[src/rtl/act_lut_pkg.sv]
// Shared constants and types for the writable activation LUT and its loader.
package act_lut_pkg;

  localparam int DATA_WIDTH = 8;
  localparam int ADDR_WIDTH = 4;
  localparam int ENTRIES    = (2 ** ADDR_WIDTH) + 1;

  // Load controller states.
  typedef enum logic [1:0] {
    IDLE = 2'd0,
    LOAD = 2'd1,
    DONE = 2'd2
  } state_t;

  // Write index: one bit wider than the segment address so it can reach
  // breakpoint 16 (the right endpoint of the last segment).
  typedef logic [ADDR_WIDTH:0] idx_t;

endpackage : act_lut_pkg

[src/rtl/act_lut_regfile.sv]
// Breakpoint storage: ENTRIES x DW registers, one synchronous write port,
// two combinational read ports returning entry[addr] and entry[addr+1].
module act_lut_regfile #(
  parameter int DW = 8,
  parameter int AW = 4,
  parameter int N  = (2 ** AW) + 1
) (
  input  logic          clk,
  input  logic          rst,
  input  logic          wr_en,
  input  logic [AW:0]   wr_index,
  input  logic [DW-1:0] wr_data,
  input  logic [AW-1:0] rd_address,
  output logic [DW-1:0] rd_base,
  output logic [DW-1:0] rd_next_data
);

  localparam int IW = AW + 1;

  logic [DW-1:0] entry [N];
  logic [IW-1:0] rd_index;
  logic [IW-1:0] rd_index_next;

  genvar gi;
  generate
    for (gi = 0; gi < N; gi++) begin : g_entry
      logic [DW-1:0] entry_reg;

      // Each breakpoint captures wr_data when the write index selects it.
      always_ff @(posedge clk or negedge rst) begin
        if (!rst) begin
          entry_reg <= '0;
        end else if (wr_en && (wr_index == IW'(gi))) begin
          entry_reg <= wr_data;
        end
      end

      assign entry[gi] = entry_reg;
    end
  endgenerate

  // The upper neighbour index is formed one bit wider so address 15 reaches
  // entry 16 instead of wrapping to entry 0.
  assign rd_index      = {1'b0, rd_address};
  assign rd_index_next = rd_index + IW'(1);

  assign rd_base      = entry[rd_index];
  assign rd_next_data = entry[rd_index_next];

endmodule : act_lut_regfile

[src/rtl/act_lut_loader.sv]
// Load controller for the activation LUT: accepts exactly ENTRIES breakpoints
// over a valid/ready handshake and exposes the table once a load completes.
module act_lut_loader
  import act_lut_pkg::*;
(
  input  logic                  clk,
  input  logic                  rst,
  input  logic                  load_start,
  input  logic                  wr_valid,
  input  logic [DATA_WIDTH-1:0] wr_data,
  output logic                  wr_ready,
  output logic                  busy,
  output logic                  load_done,
  output logic                  table_valid,
  input  logic [ADDR_WIDTH-1:0] rd_address,
  output logic [DATA_WIDTH-1:0] rd_base,
  output logic [DATA_WIDTH-1:0] rd_next_data
);

  localparam idx_t LAST_INDEX = idx_t'(ENTRIES - 1);

  state_t state_reg;
  idx_t   idx_reg;
  logic   load_done_reg;
  logic   table_valid_reg;
  logic   wr_en;

  logic [DATA_WIDTH-1:0] raw_base;
  logic [DATA_WIDTH-1:0] raw_next;

  // Handshake and busy flags follow the state register directly.
  assign wr_ready = (state_reg == LOAD);
  assign busy     = (state_reg != IDLE);
  assign wr_en    = wr_ready && wr_valid;

  // Load sequencing: start, count accepted breakpoints, one-cycle DONE.
  always_ff @(posedge clk or negedge rst) begin
    if (!rst) begin
      state_reg       <= IDLE;
      idx_reg         <= '0;
      load_done_reg   <= 1'b0;
      table_valid_reg <= 1'b0;
    end else begin
      case (state_reg)
        IDLE: begin
          load_done_reg <= 1'b0;
          if (load_start) begin
            state_reg       <= LOAD;
            idx_reg         <= '0;
            table_valid_reg <= 1'b0;
          end
        end
        LOAD: begin
          if (wr_valid) begin
            idx_reg <= idx_reg + idx_t'(1);
            if (idx_reg == LAST_INDEX) begin
              state_reg     <= DONE;
              load_done_reg <= 1'b1;
            end
          end
        end
        DONE: begin
          state_reg       <= IDLE;
          load_done_reg   <= 1'b0;
          table_valid_reg <= 1'b1;
        end
        default: begin
          state_reg     <= IDLE;
          load_done_reg <= 1'b0;
        end
      endcase
    end
  end

  assign load_done   = load_done_reg;
  assign table_valid = table_valid_reg;

  act_lut_regfile #(
    .DW (DATA_WIDTH),
    .AW (ADDR_WIDTH),
    .N  (ENTRIES)
  ) u_regfile (
    .clk          (clk),
    .rst          (rst),
    .wr_en        (wr_en),
    .wr_index     (idx_reg),
    .wr_data      (wr_data),
    .rd_address   (rd_address),
    .rd_base      (raw_base),
    .rd_next_data (raw_next)
  );

  // Hide partially written or stale contents until a full load has landed.
  assign rd_base      = table_valid_reg ? raw_base : '0;
  assign rd_next_data = table_valid_reg ? raw_next : '0;

endmodule : act_lut_loader

[config.mk]
export PLATFORM = sky130hd
export DESIGN_NAME = act_lut_loader
export DESIGN_NICKNAME = d
export VERILOG_FILES = /design/src/rtl/act_lut_pkg.sv /design/src/rtl/act_lut_regfile.sv /design/src/rtl/act_lut_loader.sv
export SDC_FILE = /design/constraint.sdc
export NUM_CORES = 1
export LEC_CHECK = 0
export CORE_UTILIZATION = 45
export CTS_BUF_LIST = sky130_fd_sc_hd__clkbuf_8 sky130_fd_sc_hd__clkbuf_16
export DETAILED_ROUTE_END_ITERATION = 6
export HOLD_SLACK_MARGIN = 0.05
export PLACE_DENSITY_LB_ADDON = 0.25
export SLEW_MARGIN = 30
export SYNTH_ARGS = -nofsm -noshare
export SYNTH_HDL_FRONTEND = slang
export SYNTH_SLANG_ARGS = --single-unit
[constraint.sdc]
create_clock -name clk -period 3.8 [get_ports clk]
set_clock_uncertainty 0.15 [all_clocks]
set_input_delay 0.95 -clock clk [delete_from_list [all_inputs] [get_ports clk]]
set_output_delay 0.95 -clock clk [all_outputs]
set_load 0.02 [all_outputs]
# --- Word level (Yosys, flattened, before mapping) ---
# Cells that the tools add are included.
totals:
  inputBits: 16
  latchBits: 0
  mem_count: 0
  rom_bits: 0
  output_inout_bits: 20
  word_cells: 95
  mem_bits_rw: 0
  reg_bits: 145
classes:
  shifts: 0
  div: 0
  bitwise_logic: 2
  reduce_logical: 27
  eq_ne: 21
  mux: 20
  mul: 0
  magnitude_cmp: 2
  add_sub_neg: 2
ops:
  columns: ["operator", "n"]
  rows:
  - ["8-bit binary-select mux with 5-bit select", 2]
  - ["8-bit 2-to-1 mux", 6]
  - ["5-bit by 4-bit equality test with 1-bit output (second input constant)", 8]
  - ["5-bit by 3-bit equality test with 1-bit output (second input constant)", 4]
  - ["1-bit logical AND", 18]
  - ["6-bit greater-or-equal comparator (second input constant)", 2]
  - ["5-bit by 2-bit equality test with 1-bit output (second input constant)", 2]
  - ["5-bit 2-to-1 mux", 2]
  - ["5-bit case mux with 2 select lines", 1]
  - ["2-bit 2-to-1 mux", 3]
  - ["4-bit NOT with 6-bit output", 1]
  - ["5-bit NOT with 6-bit output", 1]
  - ["3-bit AND reduction", 2]
  - ["2-bit nonzero test", 3]
  - ["4-bit by 1-bit adder with 5-bit output (second input constant)", 1]
  - ["5-bit by 1-bit adder with 5-bit output (second input constant)", 1]
  - ["5-bit by 1-bit equality test with 1-bit output (second input constant)", 1]
  - ["5-bit equality test (second input constant)", 1]
  - ["5-bit logical NOT", 1]
  - ["1-bit 2-to-1 mux", 4]
  - ["2-bit != test (second input constant)", 2]
  - ["2-bit case mux with 2 select lines", 1]
  - ["2-bit AND reduction", 2]
  - ["2-bit by 1-bit equality test with 1-bit output (second input constant)", 1]
  - ["4 further kinds", 4]

# --- Longest topological paths before layout ---
# Gate-level depths: netlist (run 1).
depth:
  depth_word: 6
  ltp_mapped: 8
  ltp_nobuf: 5

# --- Cells and area by module ---
# A second synthesis (run 1) with hierarchy kept.
unflattened:
  cells_unflattened: 684
  area_unflattened_um2: 7867.5
modules_own_cells:
  columns: ["module", "instances", "seq_area_each_um2", "cells_per_inst", "area_per_inst_um2"]
  rows:
  - ["act_lut_regfile", 1, 3403.3, 622, 7288.2]
  - ["act_lut_loader", 1, 225.2, 62, 579.3]

# --- Least setup slack after synthesis (run 1) ---
# OpenSTA, ideal clock, no wires.
synth_timing:
  path_kind: "in2out"
  start: "in rd_address[0]"
  end: "out rd_next_data[0]"
  required_time_ps: 2700
  path_stages: 6
  setup_slack_ps: 132
  path_buffers: 3
  arrival_ps: 2568
  path_cell_list: "ha_1 > buf_2 > buf_2 > buf_2 > nor3_1 > a211o_1"
synth_via:
  elab_chain_len: 6
synth_lines:
  columns: ["element", "line", "rtl"]
  rows:
  - ["start: declaration", "act_lut_loader.sv:15", "input logic [ADDR_WIDTH-1:0] rd_address,"]
  - ["4-bit by 1-bit adder with 5-bit output", "act_lut_regfile.sv:45", "assign rd_index_next = rd_index + IW'(1);"]
  - ["5-bit NOT with 6-bit output (implied by the code)", "act_lut_regfile.sv:48", "assign rd_next_data = entry[rd_index_next];"]
  - ["8-bit binary-select mux with 5-bit select", "act_lut_regfile.sv:48", null]
  - ["8-bit 2-to-1 mux (implied by the code) (2 in series)", "act_lut_regfile.sv:48", null]
  - ["8-bit 2-to-1 mux", "act_lut_loader.sv:95", "assign rd_next_data = table_valid_reg ? raw_next : '0;"]
  - ["end: declaration", "act_lut_loader.sv:17", "output logic [DATA_WIDTH-1:0] rd_next_data"]
# No other way between the ends. The select of a mux whose other input is x is not followed.

# --- Final worst setup path (run 1) ---
layout_timing:
  start: "in rd_address[1]"
  end: "out rd_next_data[0]"
# Same word-level chain as after synthesis.

==> metrics.md, run 1 <==
| Metric | Value |
|---|---|
| Outcome | finished with violations |
| Violated checks | setup timing |
| Sw Pwr | around 2.2 mW |
| Port Buf Inserts | 35 |
| Final Setup Violations | 3 |
| RSZ-0062 raised after global routing | true |
| CTS clk-pin slew, worst paths | about 0.060 ns |
| Cts bufs inserted | 17 |
| Layout cells sized above 1 | between 40% and 50% |
| Register Area | about 3600 µm² |
| Fill cells | between 1000 and 1500 |
| Final Non-Filler Cells | between 800 and 900 |
| Pint | 4.86 mW |
| Layout net count | ~640 |
| Vias in the first global route | roughly 5700 |
| Commonest cells after routing, fill and taps aside | dfrtp_1, mux2_2, mux4_2 |
| Core box area | 17200 µm² |
| Die ar. | between 15000 and 20000 µm² |
| Placed insts | around 800 |
| CTS tree | built |
| DR vias/cell | 6.15 |
| Slew Limit Fails | 0 |
| Sw frac | between 30% and 40% |
| Pleak | 4.31 nW |
| Largest net degree at the start of global routing | 85 |
| Gpl congestion | just under 0.9 |
| Syn_area_per_cell | ~14 µm² |
| Post-synth EDFFs | 0 |
| DRC Markers | 0 |
| Die height | approximately 130 µm |
| Part of the power in combinational logic | between 30% and 40% |
| Clock power frac | about a quarter |
| Synthesized cell area | about 7900 µm² |
| Synth Register Bits | 145 |
| PD cells | around 720 nW/µm² |
| Final Hold Viols | 0 |
| Post-synthesis async set-or-reset flop share | 100% |
| Initial antenna violation count | 0 |
| Maximum vdd drop | around 0.43 mV |
| Vias | 5259 |
| Area delta synth->final | 22.8% |
| Hold_ws | 0.350 ns |
| Clk sinks | roughly 150 |
| DPL Wire Length | 13.6 mm |
| Fin worst setup slack | -0.0463 ns |
| CP Capture Type | output port |
| Synth warn | 0 |
| Setup CP Type | input port to output port |
| Reg power frac | approximately two fifths |
| Register area share after synthesis | approximately 46% |
| Clk_lat worst skew | 0.42 ns |
| Post-route antenna net violation count | 0 |
| Setup TNS | -0.0813 ns |
| Most used DFF post-synth | dfrtp_1 |
| Routed len/inst | 24.8 µm |
| Startpoint types | input port |
| Most common cell after layout, fill and taps aside | dfrtp_1 |
| Diodes inserted | 0 |
| Global-route wire length before repair | between 30 and 40 mm |
| Multi-input combinational cell area | 4090 µm² |
| Min Tclk post-route | around 3.8 ns |
| Max Fclk | about 260 MHz |
| DRT Wirelength | between 20 and 25 mm |
| Starting density of the core | 45.8% |
| Residual overflow from global routing | 0 |
| Synth unique cells | 40 |
| Tot GR Track Use | 25.4% |
| Synthesized net count | ~580 |
| Crit path DAT | 2.75 ns |
| Rows | between 40 and 50 |
| Chip Width | ~130 µm |
| CTS root buf | clkbuf_16 |
| Period utilization | 101% |
| Max reg flops | approximately 140 |
| MaxCap Viol Count | 0 |
| HP Class | flip-flop to flip-flop |
| H-tree depth | 4 |
| Clk buf depth | 2 |
| CP Data Required Time | approximately 2.7 ns |
| Cells after Synth | approximately 550 |
| Drt pass-1 iters | 5 |
| CP Max Fanout | 6 |
| 1st-iter DRT viols | between 400 and 500 |
| I/O Pins | 36 |
| Slew headroom | between 40 and 50% |
| Slew @ Worst Pin | 0.803 ns |
[synthesized netlist by cell type, types with 2 or more instances]
master | n | area (µm²)
a21boi_0 | 8 | 60.1
mux4_1 | 6 | 158
nor3_1 | 3 | 15.0
mux4_2 | 50 | 1130
dfrtp_1 | 145 | 3630
nand4_1 | 2 | 12.5
ha_1 | 6 | 75.1
a22oi_1 | 16 | 120
a22o_1 | 3 | 26.3
nor2_1 | 3 | 11.3
mux2_2 | 136 | 1530
inv_1 | 8 | 30.0
buf_2 | 12 | 60.1
clkbuf_1 | 15 | 56.3
buf_6 | 3 | 33.8
nand3_1 | 4 | 20.0
nand2_1 | 36 | 135
o21a_1 | 2 | 15.0
mux2i_1 | 33 | 330
o22ai_1 | 2 | 12.5
a211o_1 | 8 | 70.1
a21oi_1 | 12 | 60.1
buf_1 | 2 | 7.51
o21ai_0 | 5 | 25.0
nor2b_1 | 4 | 25.0
buf_4 | 6 | 45.0
nor3b_1 | 8 | 60.1
and2_1 | 4 | 25.0
[stage by stage]
stage | total power, mW | worst slack, ns | util (%) | instance area, µm²
after floorplan | 4.34 | 0.132 | - | 7900
after global placement | 4.95 | -0.785 | 50.0 | 8610
after detailed placement | 5.09 | -0.801 | 50.0 | 8610
after CTS | 7.00 | -0.0352 | 56.1 | 9660
after global routing | 7.37 | -0.0561 | 56.3 | 9700
final | 7.03 | -0.0463 | 56.3 | 9700
[power by group through the flow]
| stage | Clock [mW] | Combinational, mW | Sequential, mW |
|---|---|---|---|
| 2_1_floorplan | 0 | 1.73 | 2.61 |
| 3_5_place_dp | 0 | 2.27 | 2.82 |
| 3_3_place_gp | 0 | 2.21 | 2.74 |
| 4_1_cts | 1.83 | 2.38 | 2.80 |
| 6_report | 1.81 | 2.39 | 2.82 |
| 5_1_grt | 1.91 | 2.55 | 2.91 |
[logic make-up after synthesis]
| family | after synthesis | share of synthesized area [%] |
|---|---|---|
| AND/OR/NAND/NOR | 70 | 4.48 |
| adder cells (fa/ha/maj) | 6 | 0.951 |
| XOR/XNOR | 2 | 0.460 |
| multiplexers | 225 | 39.8 |
| buffers and inverters | 48 | 3.20 |
| AO/OA/AOI/OAI | 58 | 5.13 |
| flip-flops | 145 | 45.9 |
[worst paths after layout]
path | from | to | slack (ns) | cells past startpoint
worst max register to register | idx_reg[2]$_DFFE_PN0P_ | u_regfile.g_entry[16].entry_reg[0]$_DFFE_PN0P_ | 1.61 | 4
worst min register to register | load_done$_DFFE_PN0P_ | load_done$_DFFE_PN0P_ | 0.35 | 1
max in group asynchronous | rst | u_regfile.g_entry[12].entry_reg[0]$_DFFE_PN0P_ | 2.29 | 2
worst min-delay path | load_done$_DFFE_PN0P_ | load_done$_DFFE_PN0P_ | 0.35 | 1
min in group asynchronous | rst | u_regfile.g_entry[8].entry_reg[2]$_DFFE_PN0P_ | 0.43 | 1
worst max-delay path | rd_address[1] | rd_next_data[0] | -0.05 | 8
[routing by layer]
metal	vias to the layer above	share of wire, %	global-route usage (%)
li1	2266	-	-
met1	2798	43	33.8
met2	170	50	41.5
met3	25	5.3	6.31
met4	0	1.8	7.43
met5	-	0	0
[critical path: stages]
cell	delay, ns
buf_8	0.10
ha_4	0.35
bufbuf_16	0.29
mux2i_2	0.27
mux4_2	0.29
nor3b_2	0.04
a211o_1	0.29
buf_4	0.16
[area by class of cell]
class	count	area share, %
Inverter	8	0.310
Clock buffer	21	4.95
Multi-Input combinational cell	361	42.2
Tap cell	225	2.90
Sequential cell	145	37.4
Timing Repair Buffer	84	10.6
Clock inverter	11	1.64
[repair_timing]
item,4_1_cts,5_1_grt
endpoints found under the setup margin,16,11
setup buffers,9,2
cloned,8,1
resized for setup,94,11
hold buffers,0,0
pin swaps,7,3
Note: power is estimated with default switching activity, not from simulation.
==> run 2, diff against run 1 <==
--- a/config.mk
+++ b/config.mk
@@ -10,6 +10,7 @@
 export DETAILED_ROUTE_END_ITERATION = 6
 export HOLD_SLACK_MARGIN = 0.05
 export PLACE_DENSITY_LB_ADDON = 0.25
+export SKIP_CTS_REPAIR_TIMING = 1
 export SLEW_MARGIN = 30
 export SYNTH_ARGS = -nofsm -noshare
 export SYNTH_HDL_FRONTEND = slang
==> run 2 against run 1 <==
Effect of this change:
- the run still ends with setup timing left
- via count is 0.32% higher
- power is 0.46% lower
- worst hold slack about the same
- combinational power barely moved
- critical path depth stayed put
- cell count decreased by 1.1%
- setup slack got worse by 0.0038 ns
- sequential share of layout area is 0.48 points higher
==> metrics.md, run 2 (synthesized netlist as in run 1, its figures left out) <==
| Metric | Value |
|---|---|
| Outcome | finished with violations |
| Violated checks | setup timing |
| CP Data Required Time | approximately 2.7 ns |
| DR vias/cell | about 6.2 |
| Post-route antenna net violation count | 0 |
| DRC Markers | 0 |
| Largest net degree at the start of global routing | between 80 and 90 |
| Min Tclk post-route | about 3.9 ns |
| I/O Pins | 36 |
| CTS root buf | clkbuf_16 |
| Layout cells sized above 1 | between 40% and 50% |
| Area delta synth->final | 21.3% |
| Hold Crit Depth | 1 |
| Worst-path cell chain | buf_6 -> ha_4 -> buf_6 -> mux2i_1 -> mux4_1 -> nor3b_2 -> a211o_1 -> buf_2 |
| Vias | between 5000 and 6000 |
| Register Area | around 3600 µm² |
| R2r endpoint | u_regfile.g_entry[16].entry_reg[0]$_DFFE_PN0P_ |
| Rows | between 40 and 50 |
| WHS Endpoint | load_done$_DFFE_PN0P_ |
| CTS tree | built |
| Crit path DAT | between 2 and 3 ns |
| Diodes inserted | 0 |
| 1st-iter DRT viols | 455 |
| Maximum vdd drop | about 0.43 mV |
| Gpl congestion | ~0.88 |
| Cts bufs inserted | 17 |
| Worst R2R Setup Slack | 1.59 ns |
| Final Setup Violations | 4 |
| CTS clk-pin slew, worst paths | roughly 0.06 ns |
| Pleak | between 4 and 5 nW |
| Final Hold Viols | 0 |
| Multi-input combinational cell area | just over 4000 µm² |
| Worst stage delay on the critical path | around 0.54 ns |
| Pwr Total | about 7.0 mW |
| Period utilization | 101% |
| Die height | 134 µm |
| Vias in the first global route | 5498 |
| Setup CP Type | input port to output port |
| Tot GR Track Use | about a quarter |
| Core box area | between 15000 and 20000 µm² |
| CP Capture Type | output port |
| DRT Wirelength | around 21 mm |
| Dpl ws | -0.801 ns |
| Die ar. | ~18000 µm² |
| GR Layer Usage met1 | around 32% |
| HP Start | load_done$_DFFE_PN0P_ |
| Clk sinks | between 100 and 150 |
| Reg-to-reg startpoint | idx_reg[2]$_DFFE_PN0P_ |
| Slew headroom | between 40 and 50% |
| GR Util met2 | between 30% and 40% |
| Initial antenna violation count | 0 |
| Drt pass-1 iters | 5 |
| Layout net count | between 600 and 700 |
| Most Crowded Layer GR | met2 |
| RSZ-0062 raised after global routing | true |
| Final core utilization | ~56% |
| Max Fclk | 260 MHz |
| CP most frequent cell | buf_6 |
| R2R cell count | 4 |
| CP Buf/Inv Count | 3 |
| Commonest cells after routing, fill and taps aside | dfrtp_1, mux2_2, mux4_2 |
| Max reg flops | roughly 140 |
| Residual overflow from global routing | 0 |
| Startpoint types | input port |
| Fill cells | roughly 1400 |
| Slowest cell on the critical path | mux4_1 |
| HP Class | flip-flop to flip-flop |
| Clk_lat worst skew | approximately 0.42 ns |
| CP delay by family, top | multiplexers |
| Global-route wire length before repair | ~32 mm |
| PD cells | about 730 nW/µm² |
| Slew Limit Fails | 0 |
| Chip Width | 134 µm |
| Port Buf Inserts | 35 |
| H-tree depth | 4 |
| MaxCap Viol Count | 0 |
| Starting density of the core | 45.8% |
| Fin worst setup slack | -0.0501 ns |
| DPL Wire Length | between 10 and 15 mm |
| Slew @ Worst Pin | ~0.80 ns |
| Clk buf depth | 2 |
| CP Max Fanout | 9 |
| Most common cell after layout, fill and taps aside | dfrtp_1 |
| Met3 Resource Use GR | 4.80% |
| Routed len/inst | between 20 and 30 µm |
==> run 2: changes by cell type in the layout (fill, tap and decap cells not counted), sizes merged <==
cell,previous run,this run
clkdlybuf4s15,3,0
dlygate4sd2,7,0
clkbuf,22,28
dlymetal6s2s,0,9
buf,57,45
bufbuf,2,0
==> run 2: area by class of cell <==
cell class                      count  area share (%)
Multi-Input combinational cell    361            42.6
Sequential cell                   145            37.9
Clock buffer                       21            5.02
Inverter                            8           0.314
Timing Repair Buffer               75            9.58
Tap cell                          225            2.94
Clock inverter                     11            1.66
==> run 2: power by group <==
part           total [mW]  internal, mW  switching, mW  leakage [nW]
clock                1.80          1.16          0.643         0.316
combinational        2.37          1.42          0.947          2.21
sequential           2.82          2.25          0.566          1.84
==> run 2: worst register-to-register path: stages (launching register included) <==
cell and delay (ns):
dfrtp_1 0.49, nor2_1 0.32, and4_1 0.30, nand2_1 0.39
mux2_2 0.43
==> run 2: how the worst max path moves through the flow <==
| stage | from | end | slack (ns) | depth (start not counted) |
|---|---|---|---|---|
| 2_1_floorplan | rd_address[0] | rd_next_data[0] | 0.13 | 6 |
| 3_3_place_gp | rd_address[2] | rd_next_data[7] | -0.78 | 7 |
| 3_5_place_dp | rd_address[2] | rd_next_data[2] | -0.80 | 7 |
| 4_1_cts | rd_address[2] | rd_next_data[3] | -0.81 | 7 |
| 5_1_grt | rd_address[1] | rd_next_data[0] | -0.11 | 8 |
| 6_report | rd_address[1] | rd_next_data[0] | -0.05 | 8 |
==> run 2: metal layers <==
| layer | part of all wire [%] | up-vias |
|---|---|---|
| met3 | 5.9 | 25 |
| li1 | - | 2239 |
| met5 | 0 | - |
| met1 | 42 | 2820 |
| met2 | 51 | 192 |
| met4 | 1.2 | 0 |
==> run 2: stage by stage <==
| step | hold slack, ns | cell area (µm²) | std cells | setup TNS [ns] |
|---|---|---|---|---|
| 5_1_grt | 0.362 | 9580 | 846 | -0.416 |
| 6_report | 0.350 | 9580 | 846 | -0.104 |
| 2_1_floorplan | 0.331 | 7900 | 554 | 0 |
| 4_1_cts | 0.351 | 9250 | 836 | -10.06 |
| 3_3_place_gp | 0.331 | 8610 | 804 | -9.83 |
| 3_5_place_dp | 0.333 | 8610 | 804 | -9.92 |
==> run 3, diff against run 2 <==
--- a/config.mk
+++ b/config.mk
@@ -9,7 +9,7 @@
 export CTS_BUF_LIST = sky130_fd_sc_hd__clkbuf_8 sky130_fd_sc_hd__clkbuf_16
 export DETAILED_ROUTE_END_ITERATION = 6
 export HOLD_SLACK_MARGIN = 0.05
-export PLACE_DENSITY_LB_ADDON = 0.25
+export PLACE_DENSITY_LB_ADDON = 0.1
 export SKIP_CTS_REPAIR_TIMING = 1
 export SLEW_MARGIN = 30
 export SYNTH_ARGS = -nofsm -noshare
==> constraint.sdc (replaced) <==
create_clock -name clk -period 3.8 [get_ports clk]
set_clock_uncertainty 0.15 [all_clocks]
set_input_delay 0.38 -clock clk [delete_from_list [all_inputs] [get_ports clk]]
set_output_delay 0.38 -clock clk [all_outputs]
set_load 0.02 [all_outputs]
==> run 3 against run 2 <==
Effect of this change:
- the run now ends clean
- clock power increased by 2%
- sequential share of layout area up 1.9 points
- utilization down 2.6 points
- non-clock buffer count shrank 26
- maximum frequency increased by 8.2%
- via count shrank 6.1%
- power decreased by 2.3%
- combinational power decreased by 7%
- cell count shrank 3.3%
- critical path depth down 2
- first-iteration DRC count down 33%
- die area stayed put
- critical path type unchanged
==> metrics.md, run 3 (synthesized netlist as in run 1, its figures left out) <==
| Metric | Value |
|---|---|
| CP delay by family, top | buffers and inverters |
| Max Fclk | around 280 MHz |
| DRT Wirelength | 19.5 mm |
| I/O Pins | 36 |
| Chip Width | between 100 and 150 µm |
| Commonest cells after routing, fill and taps aside | dfrtp_1, mux2_2, mux4_2 |
| Layout cells sized above 1 | 39.8% |
| Crit path DAT | slightly above 3 ns |
| Worst stage delay on the critical path | about 0.7 ns |
| Layout net count | 604 |
| Diodes inserted | 0 |
| Register Area | 3630 µm² |
| Outcome | finished, final reports clean |
| Largest net degree at the start of global routing | 79 |
| DRC Markers | 0 |
| Gpl congestion | 0.850 |
| Die ar. | about 18000 µm² |
| Cts bufs inserted | 17 |
| Dpl ws | 0.298 ns |
| Period utilization | a little over nine tenths |
| Tot GR Track Use | a little under a quarter |
| Setup CP Type | input port to output port |
| PD cells | approximately 750 nW/µm² |
| CTS tree | built |
| Die height | 134 µm |
| Rows | 48 |
| Routed len/inst | ~24 µm |
| DR vias/cell | 6.06 |
| RSZ-0062 raised after global routing | false |
| Port Buf Inserts | 35 |
| Most common cell after layout, fill and taps aside | dfrtp_1 |
| CTS clk-pin slew, worst paths | 0.06 ns |
| Min Tclk post-route | about 3.6 ns |
| Final Non-Filler Cells | ~820 |
| H-tree depth | 4 |
| CTS root buf | clkbuf_16 |
| CP Max Fanout | 9 |
| MaxCap Viol Count | 0 |
| Global-route wire length before repair | around 31 mm |
| Placed insts | just under 800 |
| Area delta synth->final | 15.5% |
| Slowest cell on the critical path | clkdlybuf4s50_1 |
| Placed cell areas | roughly 8500 µm² |
| Residual overflow from global routing | 0 |
| CP Capture Type | output port |
| Setup TNS | 0 ns |
| 1st-iter DRT viols | a little over 300 |
| Initial antenna violation count | 0 |
| Startpoint types | input port |
| Slew @ Worst Pin | around 0.84 ns |
| Pleak | ~4.0 nW |
| Slew Limit Fails | 0 |
| Fill cells | approximately 1400 |
| Final Setup Violations | 0 |
| Max reg flops | between 100 and 150 |
| Vias | slightly below 5000 |
| Clk sinks | 145 |
| Starting density of the core | a little under half |
| Final core utilization | a little over half |
| Clk_lat worst skew | about 0.42 ns |
| DPL Wire Length | between 10 and 15 mm |
| Fin worst setup slack | 0.240 ns |
| Slew headroom | 43.6% |
| Final Hold Viols | 0 |
| Drt pass-1 iters | 4 |
| Vias in the first global route | 5277 |
| CP Data Required Time | roughly 3.3 ns |
| Multi-input combinational cell area | 4020 µm² |
| Worst-path cell chain | clkdlybuf4s50_1 -> buf_4 -> and2_1 -> a22oi_1 -> a21boi_0 -> clkdlybuf4s50_1 |
| Clk buf depth | 2 |
| CP most frequent cell | clkdlybuf4s50_1 |
| Post-route antenna net violation count | 0 |
| Maximum vdd drop | roughly 0.37 mV |
| Core box area | 17200 µm² |
| CP Buf/Inv Count | 3 |
| HP Class | flip-flop to flip-flop |
| Final instance area | about 9100 µm² |
-- run 3: worst register-to-register path, stage by stage (launching register included) --
cell and delay, ns:
dfrtp_1 0.43, and4bb_2 0.34, and2_1 0.21, nand3_1 0.49, mux2_2 0.47
-- run 3: routing by layer --
| layer | vias up | wire, µm | track usage (%) |
|---|---|---|---|
| li1 | 2187 | - | - |
| met1 | 2644 | 8870 | 31.5 |
| met2 | 110 | 9630 | 38.5 |
| met3 | 15 | 788 | 4.69 |
| met4 | 0 | 232 | 6.30 |
| met5 | - | 0 | 0 |
-- run 3: area by class of cell --
cell class / count / area share (%)
Timing Repair Buffer: 49 / 5.75
Multi-Input combinational cell: 361 / 44.0
Sequential cell: 145 / 39.8
Clock buffer: 19 / 4.96
Clock inverter: 11 / 2.06
Inverter: 8 / 0.329
Tap cell: 225 / 3.09
-- run 3: worst paths after layout --
check / slack, ns / startpoint / cells past startpoint / endpoint
max in group asynchronous: 2.25 / rst / 3 / u_regfile.g_entry[5].entry_reg[6]$_DFFE_PN0P_
min in group asynchronous: 0.38 / rst / 2 / u_regfile.g_entry[8].entry_reg[0]$_DFFE_PN0P_
min reg2reg: 0.35 / load_done$_DFFE_PN0P_ / 1 / load_done$_DFFE_PN0P_
min: 0.35 / load_done$_DFFE_PN0P_ / 1 / load_done$_DFFE_PN0P_
max: 0.24 / rd_address[2] / 6 / rd_base[5]
max reg2reg: 1.59 / state_reg[1]$_DFFE_PN0P_ / 4 / u_regfile.g_entry[14].entry_reg[2]$_DFFE_PN0P_
-- run 3: where the power goes --
group	leakage [nW]	total, mW	switching [mW]	internal, mW
Sequential	1.84	2.79	0.541	2.25
Combinational	1.83	2.20	0.848	1.35
Clock	0.312	1.84	0.649	1.19
Total	3.98	6.83	2.04	4.80
-- run 3: stage by stage --
step / total power, mW / hold slack, ns
6_report: 6.83 / 0.347
4_1_cts: 6.88 / -0.160
3_3_place_gp: 4.91 / 0.271
5_1_grt: 7.20 / 0.379
3_5_place_dp: 5.03 / 0.284
2_1_floorplan: 4.34 / -0.0656
